--- config.mk ---
export PLATFORM = sky130hd
export DESIGN_NAME = divide_by_power_of_two_seq
export DESIGN_NICKNAME = d
export VERILOG_FILES = /design/src/rtl/divide_by_power_of_two_seq.sv
export SDC_FILE = /design/constraint.sdc
export NUM_CORES = 1
export LEC_CHECK = 0
export ABC_AREA = 1
export BUFFER_PORTS_ARGS = -buffer_cell sky130_fd_sc_hd__buf_2
export CORE_MARGIN = 3
export CORE_UTILIZATION = 45
export DETAILED_ROUTE_END_ITERATION = 7
export GPL_ROUTABILITY_DRIVEN = 0
export MAX_ROUTING_LAYER = met4
export PLACE_DENSITY = 0.73
export SYNTH_ARGS = -nofsm -noshare
export SYNTH_HDL_FRONTEND = slang
export SYNTH_SLANG_ARGS = --single-unit
export TNS_END_PERCENT = 30
--- constraint.sdc ---
create_clock -name clk -period 1.6 [get_ports clk]
set_clock_uncertainty 0.2 [all_clocks]
set_input_delay 0 -clock clk [delete_from_list [all_inputs] [get_ports clk]]
set_output_delay 0 -clock clk [all_outputs]
set_load 0.01 [all_outputs]
--- src/rtl/divide_by_power_of_two_seq.sv ---
// Iterative divide-by-power-of-two unit.
// Accepts an operand and an exponent E. It then right-shifts the operand one
// bit per clock and gathers the shifted-out bits into a remainder. The
// quotient/remainder pair is presented on a valid/ready output handshake.
module divide_by_power_of_two_seq #(
  parameter int N      = 8,
  parameter bit SIGNED = 1'b0
) (
  input  logic                 clk,
  input  logic                 rstN,
  input  logic                 in_valid,
  output logic                 in_ready,
  input  logic [N-1:0]         data_in,
  input  logic [$clog2(N)-1:0] base2exp,
  output logic                 out_valid,
  input  logic                 out_ready,
  output logic [N-1:0]         quotient,
  output logic [N-1:0]         remainder
);

  localparam int EW = $clog2(N);
  // The bit index can reach N. Writes stop once all N operand bits have been
  // captured. For E >= N, the extra shifts then cannot overwrite the top
  // remainder bit with fill bits.
  localparam int KW = $clog2(N + 1);

  typedef enum logic [1:0] {
    IDLE  = 2'd0,
    SHIFT = 2'd1,
    DONE  = 2'd2
  } state_t;

  state_t          state_q, state_d;
  logic [N-1:0]    quot_q, quot_d;
  logic [N-1:0]    rem_q, rem_d;
  logic [EW-1:0]   count_q, count_d;
  logic [KW-1:0]   k_q, k_d;
  // live_q holds in_ready low during reset.
  // It lets in_ready rise only after the first clock with rstN high.
  logic            live_q;
  logic            fill;

  // The bit shifted into the vacated MSB: zero when unsigned, the sign bit when signed.
  assign fill = SIGNED ? quot_q[N-1] : 1'b0;

  // Next-state logic, datapath updates and handshake outputs.
  always_comb begin
    // NOTE: every signal assigned here gets a default first, so no path leaves
    // one unassigned and no latch is inferred.
    state_d   = state_q;
    quot_d    = quot_q;
    rem_d     = rem_q;
    count_d   = count_q;
    k_d       = k_q;
    in_ready  = 1'b0;
    out_valid = 1'b0;

    unique case (state_q)
      IDLE: begin
        in_ready = live_q;
        if (in_valid && live_q) begin
          quot_d  = data_in;
          rem_d   = '0;
          count_d = base2exp;
          k_d     = '0;
          state_d = (base2exp != '0) ? SHIFT : DONE;
        end
      end

      SHIFT: begin
        quot_d = {fill, quot_q[N-1:1]};
        if (k_q < KW'(N)) begin
          for (int i = 0; i < N; i++) begin
            if (k_q == KW'(i)) rem_d[i] = quot_q[0];
          end
          k_d = k_q + 1'b1;
        end
        count_d = count_q - 1'b1;
        if (count_q == EW'(1)) state_d = DONE;
      end

      DONE: begin
        out_valid = 1'b1;
        if (out_ready) state_d = IDLE;
      end

      default: state_d = IDLE;
    endcase
  end

  // State register with synchronous active-low reset; every register is cleared.
  always_ff @(posedge clk) begin
    // NOTE: sequential state uses non-blocking assignments. All registers
    // update together at the edge, whatever order the statements are in.
    if (!rstN) begin
      state_q <= IDLE;
      quot_q  <= '0;
      rem_q   <= '0;
      count_q <= '0;
      k_q     <= '0;
      live_q  <= 1'b0;
    end else begin
      state_q <= state_d;
      quot_q  <= quot_d;
      rem_q   <= rem_d;
      count_q <= count_d;
      k_q     <= k_d;
      live_q  <= 1'b1;
    end
  end

  assign quotient  = quot_q;
  assign remainder = rem_q;

endmodule

==> qor.csv <==
metric,value,unit
Final period util,93.1,%
clock slew at reported path FFs,0.14,ns
Max Clock Freq,671,MHz
CTS max path bufs,2,
slowest library cell on the worst path,dlygate4sd3_1,
Max IR drop VDD,0.627,mV
routing usage on met2,29.7,%
NumNets Final,280,
Placed Cells,281,
Initial Util,49.6,%
Final Max Slew Viols,0,
gr busiest metal,met2,
setup violators final,0,
TritonCTS buffer count,3,
vias in the first global route,1380,
Row Count,19,
Sinks on Clock Net,26,
layout cells sized above 1,21.8,%
Via density,4.78,
final hold violation count,0,
Hold Path Class,flop to flop,
initial antenna violation count,0,
met1 Usage GRT,21.6,%
Avg WL per Cell,10.5,µm
"Req. time, crit path",1.65,ns
CTS tree,yes,
CP Data Arrival Time,1.54,ns
total congestion overflow,0,
CP Capture Type,flop,
RSZ-0062 raised after global routing,no,
Starting DRT DRC Count,81,
Yosys reg bits,26,
Yosys cell types,25,
max_cap viols,0,
syn avg cell area,6.90,µm²
first-pass GRT wire length,5580,µm
Die Span Y,62.3,µm
Die X,62.3,µm
area delta synth->final,27.4,%
CP dominant cell by count,dlygate4sd3_1,
Tightest Pin Transition,0.404,ns
diode count,0,
"Clk Latency, worst-skew pair",0.32,ns
met3 Usage GRT,2.70,%
CP max FO,2,
ANT nets after route,0,
setup bufs post-CTS,0,
critical-path cell list,"dlygate4sd3_1, buf_2, nor2_1, dlygate4sd3_1, nand3_1, a21oi_1",
GRT Total Usage,17.5,%
Leak,0.888,nW
Cell Pwr Density,1120,nW/µm²
pin count of the biggest net entering global routing,20,
drt total wl,3130,µm
YS warnings,0,
H-tree depth,1,
synthesized area,1430,µm²
CP Buf/Inv Count,3,
Core Box Area,2880,µm²
crit-path max cell delay,0.56,ns
max_slew headroom,73.0,%
"Min Clock Period, post-route",1.49,ns
DR pass1 iterations,4,
Post-Synthesis Cells,207,
CP Launch Type,input pin,
post-DP HPWL,2320,µm
DRC errors left,0,
Tot Pwr,2.05,mW
setup TNS,0,ns
total number of vias,1428,
Non-Filler Instances,299,
# port buffers,32,
# IOs,33,
critical path class,input pin to flop,
"Largest delay share family, worst path",buffers and inverters,
status,finished clean,
die area,3880,µm²
CTS root buf,clkbuf_4,
syn nets,228,
part of the Yosys area used for sequential elements,36.5,%
cells in the mapped netlist:
| master | count | area share [%] |
|---|---|---|
| a21oi_1 | 11 | 3.9 |
| a21oi_2 | 4 | 2.5 |
| a21oi_4 | 1 | 1.1 |
| buf_4 | 2 | 1.1 |
| buf_6 | 4 | 3.2 |
| clkbuf_1 | 1 | 0.26 |
| clkbuf_2 | 1 | 0.35 |
| clkinv_1 | 1 | 0.26 |
| dfxtp_1 | 26 | 36 |
| ha_1 | 6 | 5.3 |
| inv_1 | 14 | 3.7 |
| inv_2 | 1 | 0.26 |
| inv_4 | 1 | 0.44 |
| nand2_1 | 56 | 15 |
| nand2_2 | 1 | 0.44 |
| nand3_1 | 22 | 7.7 |
| nand3_2 | 1 | 0.70 |
| nand3b_1 | 1 | 0.53 |
| nand4_1 | 2 | 0.88 |
| nor2_1 | 36 | 9.5 |
| nor2_4 | 1 | 0.79 |
| nor2_8 | 1 | 1.4 |
| nor3b_1 | 1 | 0.53 |
| o21ai_0 | 5 | 1.8 |
| o21ai_1 | 7 | 2.5 |
cell families (layout without fill, tap and decap cells):
| family | count (synthesis) | count (layout) | synth area share [%] |
|---|---|---|---|
| flops | 26 | 26 | 36.5 |
| buf+inv | 25 | 75 | 9.46 |
| compound gates | 28 | 28 | 11.7 |
| fa+ha+maj | 6 | 6 | 5.26 |
| simple gates | 122 | 122 | 37.2 |
layout make-up:
class,instances,area [µm²]
Inverter,17,66.3
Tap cell,42,52.6
Clock buffer,3,22.5
Multi-Input combinational cell,156,772
Timing Repair Buffer,55,383
Sequential cell,26,523
Fill cell,275,1060
flip-flops by register name, summed over array words and instances (netlist names):
name and cells:
live_q 1, state_q 2, quotient 8, count_q 3, k_q 4, remainder 8
repair_timing:
action | 4_1_cts | 5_1_grt
hold buffers | 15 | 0
setup endpoints to repair | 0 | 16
gates resized for setup | 0 | 2
endpoints found under the hold margin | 20 | 0
stage by stage:
stage | setup slack (ns) | cell area, µm² | hold WS, ns | utilization [%]
final | 0.111 | 1820 | 0.294 | 63.2
after global routing | 0.0292 | 1820 | 0.322 | 63.2
after CTS | 0.0770 | 1820 | 0.287 | 63.2
after detailed placement | 0.0989 | 1640 | 0.0913 | 57.2
after global placement | 0.141 | 1640 | 0.0899 | 57.2
after floorplan | 0.300 | 1430 | -0.172 | -
where the power goes:
group          switching (mW)  internal (mW)  leakage, nW
Combinational           0.519          0.384        0.659
Sequential             0.0944          0.770        0.215
Clock                   0.190         0.0882       0.0138
Total                   0.804           1.24        0.888
metal layers:
layer | vias to the layer above | share of wire (%)
met3 | 4 | 5.0
met4 | 0 | 0.80
li1 | 759 | -
met1 | 628 | 49
met2 | 37 | 45
met5 | - | 0
layout by cell type, fill, tap and decap left out, types with 3 or more instances in the layout:
| cell type | count |
|---|---|
| inv_1 | 14 |
| a21oi_1 | 11 |
| clkbuf_4 | 3 |
| nor2_1 | 36 |
| o21ai_1 | 7 |
| dlygate4sd3_1 | 15 |
| buf_4 | 7 |
| buf_2 | 32 |
| o21ai_0 | 5 |
| dfxtp_1 | 24 |
| nand2_1 | 56 |
| a21oi_2 | 4 |
| ha_1 | 6 |
| nand3_1 | 22 |
worst reg2reg max path, stage by stage (launching register included):
cell,delay (ns)
dfxtp_1,0.41
nand2_1,0.14
nand2_2,0.10
nand2_1,0.25
a21oi_1,0.22
nor2_1,0.05
worst paths after layout:
| kind | start | endpoint | slack (ns) | cells past startpoint |
|---|---|---|---|---|
| max reg2reg | live_q$_DFF_P_ | count_q[2]$_SDFFE_PN0P_ | 0.14 | 5 |
| min reg2reg | remainder[5]$_SDFFE_PN0P_ | remainder[5]$_SDFFE_PN0P_ | 0.29 | 2 |
| max | base2exp[0] | state_q[1]$_SDFFE_PN0P_ | 0.11 | 6 |
| min | remainder[5]$_SDFFE_PN0P_ | remainder[5]$_SDFFE_PN0P_ | 0.29 | 2 |
(Power assumes the default switching activity.)
